$ cat config.mk
export PLATFORM = sky130hd
export DESIGN_NAME = lfa_seg_accumulator
export DESIGN_NICKNAME = d
export VERILOG_FILES = /design/src/rtl/lfa_acc_pkg.sv /design/src/rtl/lfa_prefix_add16.sv /design/src/rtl/lfa_seg_accumulator.sv
export SDC_FILE = /design/constraint.sdc
export NUM_CORES = 1
export LEC_CHECK = 0
export BUFFER_PORTS_ARGS = -buffer_cell sky130_fd_sc_hd__buf_2
export CORE_MARGIN = 4
export CORE_UTILIZATION = 56
export DETAILED_ROUTE_END_ITERATION = 8
export PLACE_DENSITY_LB_ADDON = 0.05
export SYNTH_ARGS = -nofsm -noshare
export SYNTH_HDL_FRONTEND = slang
export SYNTH_SLANG_ARGS = --single-unit
$ cat constraint.sdc
create_clock -name clk -period 4 [get_ports clk]
set_input_delay 0 -clock clk [delete_from_list [all_inputs] [get_ports clk]]
set_output_delay 0 -clock clk [all_outputs]
set_load 0.03 [all_outputs]
$ cat src/rtl/lfa_acc_pkg.sv
// Shared constants, FSM state type and sizing helper for the segmented accumulator.
package lfa_acc_pkg;

  localparam int SEG_W = 16;

  typedef enum logic [1:0] {
    IDLE = 2'd0,
    ADD  = 2'd1,
    DONE = 2'd2
  } state_e;

  function automatic int calc_nseg(input int acc_w);
    calc_nseg = acc_w / SEG_W;
  endfunction

endpackage

$ cat src/rtl/lfa_prefix_add16.sv
// Combinational 16-bit Ladner-Fischer prefix adder with carry-in; s[16] is the carry-out.
module lfa_prefix_add16 (
  input  logic [15:0] a,
  input  logic [15:0] b,
  input  logic        cin,
  output logic [16:0] s
);

  logic [15:0] g0_s, p0_s, g1_s, p1_s, g2_s, p2_s, g3_s, p3_s, g4_s, p4_s;

  // Carry-in is folded into bit 0 so the tree yields carries that already include it.
  assign p0_s = a ^ b;
  assign g0_s = {a[15:1] & b[15:1], (a[0] & b[0]) | (p0_s[0] & cin)};

  for (genvar i = 0; i < 16; i++) begin : g_bit
    localparam int J0 = ((i / 1) * 1) - 1;
    localparam int J1 = ((i / 2) * 2) - 1;
    localparam int J2 = ((i / 4) * 4) - 1;
    localparam int J3 = ((i / 8) * 8) - 1;

    if ((i / 1) % 2 == 1) begin : g_l0
      assign g1_s[i] = g0_s[i] | (p0_s[i] & g0_s[J0]);
      assign p1_s[i] = p0_s[i] & p0_s[J0];
    end else begin : g_l0_pass
      assign g1_s[i] = g0_s[i];
      assign p1_s[i] = p0_s[i];
    end

    if ((i / 2) % 2 == 1) begin : g_l1
      assign g2_s[i] = g1_s[i] | (p1_s[i] & g1_s[J1]);
      assign p2_s[i] = p1_s[i] & p1_s[J1];
    end else begin : g_l1_pass
      assign g2_s[i] = g1_s[i];
      assign p2_s[i] = p1_s[i];
    end

    if ((i / 4) % 2 == 1) begin : g_l2
      assign g3_s[i] = g2_s[i] | (p2_s[i] & g2_s[J2]);
      assign p3_s[i] = p2_s[i] & p2_s[J2];
    end else begin : g_l2_pass
      assign g3_s[i] = g2_s[i];
      assign p3_s[i] = p2_s[i];
    end

    if ((i / 8) % 2 == 1) begin : g_l3
      assign g4_s[i] = g3_s[i] | (p3_s[i] & g3_s[J3]);
      assign p4_s[i] = p3_s[i] & p3_s[J3];
    end else begin : g_l3_pass
      assign g4_s[i] = g3_s[i];
      assign p4_s[i] = p3_s[i];
    end
  end

  // Group propagate of the full tree is only needed internally; the sum uses generates.
  logic unused_p_s;
  assign unused_p_s = ^p4_s;

  assign s = {g4_s[15], p0_s ^ {g4_s[14:0], cin}};

endmodule

$ cat src/rtl/lfa_seg_accumulator.sv
// Streaming frame accumulator that time-shares one 16-bit prefix adder across ACC_W/16 segments.
// Optional feature macro: LFA_ACC_SIGNED_EN (two's-complement operands and signed overflow).
module lfa_seg_accumulator
  import lfa_acc_pkg::*;
#(
  parameter int ACC_W = 32
) (
  input  logic             clk,
  input  logic             rst_n,
  input  logic             in_valid,
  output logic             in_ready,
  input  logic [15:0]      in_data,
  input  logic             in_last,
  output logic             out_valid,
  input  logic             out_ready,
  output logic [ACC_W-1:0] out_sum,
  output logic             out_ovf
);

  localparam int NSEG  = calc_nseg(ACC_W);
  localparam int CNT_W = (NSEG > 1) ? $clog2(NSEG) : 1;

  state_e                       state_r;
  logic [CNT_W-1:0]             seg_r;
  logic [NSEG-1:0][SEG_W-1:0]   acc_r;
  logic [SEG_W-1:0]             opnd_r;
  logic                         last_r;
  logic                         carry_r;
  logic                         ovf_r;
  logic                         in_ready_r;
  logic                         out_valid_r;

  logic [SEG_W-1:0]             x_s;
  logic [SEG_W-1:0]             y_s;
  logic [SEG_W-1:0]             ext_s;
  logic [SEG_W:0]               sum_s;
  logic                         top_s;
  logic                         ovf_bit_s;

  // Select the accumulator segment addressed by the segment counter.
  always_comb begin
    x_s = {SEG_W{1'b0}};
    for (int k = 0; k < NSEG; k++) begin
      x_s = x_s | (acc_r[k] & {SEG_W{seg_r == CNT_W'(k)}});
    end
  end

`ifdef LFA_ACC_SIGNED_EN
  assign ext_s     = {SEG_W{opnd_r[SEG_W-1]}};
  assign ovf_bit_s = (x_s[SEG_W-1] == y_s[SEG_W-1]) && (sum_s[SEG_W-1] != x_s[SEG_W-1]);
`else
  assign ext_s     = {SEG_W{1'b0}};
  assign ovf_bit_s = sum_s[SEG_W];
`endif

  assign y_s   = (seg_r == {CNT_W{1'b0}}) ? opnd_r : ext_s;
  assign top_s = (seg_r == CNT_W'(NSEG - 1));

  lfa_prefix_add16 u_add (
    .a   (x_s),
    .b   (y_s),
    .cin (carry_r),
    .s   (sum_s)
  );

  // Frame FSM: accept an operand, add it one segment per cycle, then hold the result.
  always_ff @(posedge clk) begin
    if (!rst_n) begin
      state_r     <= IDLE;
      seg_r       <= {CNT_W{1'b0}};
      acc_r       <= {ACC_W{1'b0}};
      opnd_r      <= {SEG_W{1'b0}};
      last_r      <= 1'b0;
      carry_r     <= 1'b0;
      ovf_r       <= 1'b0;
      in_ready_r  <= 1'b1;
      out_valid_r <= 1'b0;
    end else begin
      case (state_r)
        IDLE: begin
          if (in_valid) begin
            opnd_r     <= in_data;
            last_r     <= in_last;
            seg_r      <= {CNT_W{1'b0}};
            carry_r    <= 1'b0;
            in_ready_r <= 1'b0;
            state_r    <= ADD;
          end
        end
        ADD: begin
          for (int k = 0; k < NSEG; k++) begin
            if (seg_r == CNT_W'(k)) begin
              acc_r[k] <= sum_s[SEG_W-1:0];
            end
          end
          carry_r <= sum_s[SEG_W];
          if (top_s) begin
            ovf_r <= ovf_r | ovf_bit_s;
            if (last_r) begin
              out_valid_r <= 1'b1;
              state_r     <= DONE;
            end else begin
              in_ready_r <= 1'b1;
              state_r    <= IDLE;
            end
          end else begin
            seg_r <= seg_r + CNT_W'(1);
          end
        end
        DONE: begin
          if (out_ready) begin
            acc_r       <= {ACC_W{1'b0}};
            carry_r     <= 1'b0;
            ovf_r       <= 1'b0;
            out_valid_r <= 1'b0;
            in_ready_r  <= 1'b1;
            state_r     <= IDLE;
          end
        end
        default: begin
          out_valid_r <= 1'b0;
          in_ready_r  <= 1'b1;
          state_r     <= IDLE;
        end
      endcase
    end
  end

  // Gated with rst_n so the block never advertises readiness while held in reset.
  assign in_ready  = in_ready_r & rst_n;
  assign out_valid = out_valid_r;
  assign out_sum   = acc_r;
  assign out_ovf   = ovf_r;

endmodule

==> results.py <==
metrics = {
    "status": {
        "status": "finished, final reports clean",
    },
    "placed_design": {
        "gp_congestion": 0.826,
        "dp.cells": 471,
        "io_buffers": 55,
        "hpwl_mm": 5.01,
        "dp_slack_ns": 0.804,
        "placed_area_mm2": 0.00342,
    },
    "clocking": {
        "clock_latency_ns": 0.31,
        "cts_resized": 0,
        "cts_buffer_depth": 2,
        "cts_tree": "yes",
        "post_cts_buffers": 0,
        "clk_pin_slew_ns": 0.10,
        "holdBufCountCts": 17,
        "cts_root_buffer": "clkbuf_8",
        "cts_buffers": 5,
        "htreeDepth": 2,
        "cts.sinks": 56,
    },
    "drt": {
        "vias": 2634,
        "post_drt_via_cell_ratio": 5.31,
        "antenna_left": 0,
        "routed_wl_mm": 6.99,
        "drt-pass1-iter-count": 4,
        "drt_iter0_markers": 129,
        "routedWlPerCell_um": 14.1,
        "drc_errors": 0,
    },
    "grt": {
        "grt.overflow.total": 0,
        "grt_antenna_before_repair": 0,
        "grt_pass1_vias": 2463,
        "grt_first_pass_wirelength_mm": 11.8,
        "grt_use_total": 0.209,
        "grt_start_max_net_pins": 65,
    },
    "critical_path": {
        "cpPeakStageDelay_ns": 0.42,
        "slowest_stage": "fa_1",
        "crit_chain": "buf_4 -> mux2i_1 -> fa_1 -> fa_1 -> nand2b_1 -> a21o_1 -> nand2_1 -> a21o_1 -> a21oi_1 -> fa_1 -> xor2_1 -> nor2_1 -> nand2_1 -> a21boi_0",
        "r2r_end": "out_sum[9]",
        "cp-endpoint": "out_sum[9]",
        "critPathLaunch": "seg_r",
        "worst_setup_path_end_kind": "flip-flop",
        "cp-start-kind": "flip-flop",
        "r2r_setup_slack_ns": 0.76,
        "path_common_cell": "fa_1",
        "r2r_start": "seg_r",
        "cp.required_ns": 4.24,
        "worst-path-max-fanout": 16,
        "r2r_cells": 14,
        "worstSetupPathType": "flip-flop to flip-flop",
        "arrival_ns": 3.48,
    },
    "cells_and_area": {
        "multi_input_area_mm2": 0.00188,
        "drive_above_1_share": 0.217,
        "diodes": 0,
        "fin_util": 0.671,
        "seq_area_mm2": 0.00112,
        "nNetsFinal": 463,
        "area_growth_pct": 16.7,
        "final_cells": 496,
        "design_area_mm2": 0.00370,
        "fill_cells": 489,
    },
    "synthesis": {
        "synthesis.nets": 403,
        "synth_edf_count": 0,
        "seq_area_frac_synth": 0.354,
        "synthArstFlopShare": 0,
        "syn_avg_cell_area_um2": 8.73,
        "synth_seq_cells": 56,
        "yosysWarningCount": 0,
        "synthCells": 363,
        "syn_area_mm2": 0.00317,
        "ys_types": 51,
        "synth_flop_cell": "dfxtp_1",
    },
    "power": {
        "pwr-share-clk": 0.322,
        "ir_drop_mv": 0.240,
        "combPwrFrac": 0.165,
        "p_int_mw": 0.841,
        "power.density_mw_per_mm2": 311,
        "p_sw_frac": 0.268,
        "pwr-share-seq": 0.513,
        "power_leakage_nw": 1.65,
        "power.total_mw": 1.15,
        "net-switching-power_mw": 0.308,
    },
    "sta": {
        "clock_skew_ns": 0.00453,
        "max_clock_freq_ghz": 0.309,
        "tightest_slew_ns": 1.03,
        "slew_violations": 0,
        "timing.hold.ws_ns": 0.0853,
        "post-route-min-period_ns": 3.24,
        "fin_tns_setup_ns": 0,
        "hold_viol": 0,
        "post-route-period-util": 0.809,
        "slew-limit-headroom": 0.311,
        "grt_setup_unrepaired": "false",
        "setup_viol": 0,
        "setup_ws_ns": 0.764,
    },
    "floorplanning": {
        "die_h_um": 83.2,
        "die_area_mm2": 0.00692,
        "rows": 27,
        "core_area_mm2": 0.00551,
        "die_w_um": 83.2,
        "ios": 56,
        "start_util": 0.575,
    },
    "hold_path": {
        "min_path_type": "input port to flip-flop",
        "whs_path_depth": 3,
    },
    "job": {
        "maxCapViolCount": 0,
    },
}
[worst min path at each step]
stage | end | from
6_report | state_r[1] | out_ready
5_1_grt | state_r[1] | out_ready
4_1_cts | state_r[1] | out_ready
3_5_place_dp | opnd_r[0] | in_data[0]
3_3_place_gp | last_r | in_last
2_1_floorplan | opnd_r[10] | in_data[10]
[critical path, delay by kind of cell (launching register included)]
family | cells | cell delay [ns]
AOI/OAI and AO/OA | 4 | 0.59
xor gates and xnor gates | 1 | 0.15
adders and majority gates | 3 | 1.22
buffers and inverters | 1 | 0.27
DFF | 1 | 0.34
muxes | 1 | 0.14
and+or+nand+nor | 4 | 0.47
[kinds of logic after synthesis]
group | share of synthesized area
multiplexers | 0.0581
flip-flops | 0.354
adder cells (fa/ha/maj) | 0.0869
AO/OA/AOI/OAI | 0.182
AND/OR/NAND/NOR | 0.239
buffers and inverters | 0.0525
XOR/XNOR | 0.0273
[synth_stat cells, types with 2 or more instances]
| library cell | instances | area, µm² |
|---|---|---|
| ha_1 | 14 | 175 |
| nor2b_1 | 22 | 138 |
| a32o_1 | 8 | 80.1 |
| or3_1 | 2 | 12.5 |
| dfxtp_1 | 56 | 1120 |
| buf_2 | 4 | 20.0 |
| nand3_1 | 14 | 70.1 |
| mux2_2 | 11 | 124 |
| mux2i_1 | 6 | 60.1 |
| nor2_1 | 23 | 86.3 |
| a31oi_1 | 4 | 25.0 |
| buf_4 | 2 | 15.0 |
| clkbuf_1 | 7 | 26.3 |
| nand2b_1 | 12 | 75.1 |
| a22o_1 | 2 | 17.5 |
| o21ai_1 | 4 | 20.0 |
| a21o_1 | 2 | 15.0 |
| o211ai_1 | 2 | 15.0 |
| buf_1 | 3 | 11.3 |
| and2_4 | 2 | 17.5 |
| buf_6 | 5 | 56.3 |
| a21oi_1 | 16 | 80.1 |
| a21oi_2 | 2 | 17.5 |
| and2_1 | 3 | 18.8 |
| fa_1 | 5 | 100 |
| nand2_1 | 62 | 233 |
| a21boi_0 | 26 | 195 |
| inv_1 | 10 | 37.5 |
| o21ai_0 | 6 | 30.0 |
| xor2_1 | 7 | 61.3 |
[placed cells by master, fill, tap and decap left out, types with 7 or more instances in the layout]
| cell type | netlist | routed |
|---|---|---|
| dlygate4sd3_1 | 0 | 17 |
| buf_2 | 4 | 55 |
| xor2_1 | 7 | 7 |
| a21boi_0 | 26 | 26 |
| nand2_1 | 62 | 62 |
| nor2b_1 | 22 | 22 |
| a21oi_1 | 16 | 16 |
| a32o_1 | 8 | 8 |
| nand2b_1 | 12 | 12 |
| ha_1 | 14 | 14 |
| nor2_1 | 23 | 23 |
| nand3_1 | 14 | 14 |
| mux2_2 | 11 | 11 |
| dfxtp_1 | 56 | 56 |
| inv_1 | 10 | 10 |
[routing by layer]
layer / vias up / track usage / wire, µm / part of all wire
met1: 1212 / 0.292 / 3280 / 0.47
met5: - / 0 / 0 / 0
li1: 1354 / - / - / -
met4: 0 / 0.0446 / 61 / 0.0087
met2: 63 / 0.334 / 3230 / 0.46
met3: 5 / 0.0417 / 413 / 0.059
[flip-flops by register name, summed over array words and instances (netlist names)]
signal      count
out_sum        32
opnd_r         16
state_r         2
carry_r         1
in_ready_r      1
last_r          1
out_ovf         1
out_valid       1
seg_r           1
[layout make-up]
class | instances | share of cell area
multi-input cells | 276 | 0.509
clock buffers | 6 | 0.0196
flip-flops and latches | 56 | 0.303
clock inverters | 2 | 0.00948
well taps | 72 | 0.0244
inverters | 10 | 0.0102
repair buffers | 74 | 0.125
[power by group through the flow]
stage	Combinational (mW)	Sequential (mW)	Clock (mW)
floorplan	0.132	0.612	0
global placement	0.177	0.602	0
detailed placement	0.178	0.603	0
CTS	0.191	0.590	0.380
global route	0.212	0.593	0.406
finish	0.190	0.590	0.370
Note: power is estimated with default switching activity, not from simulation.
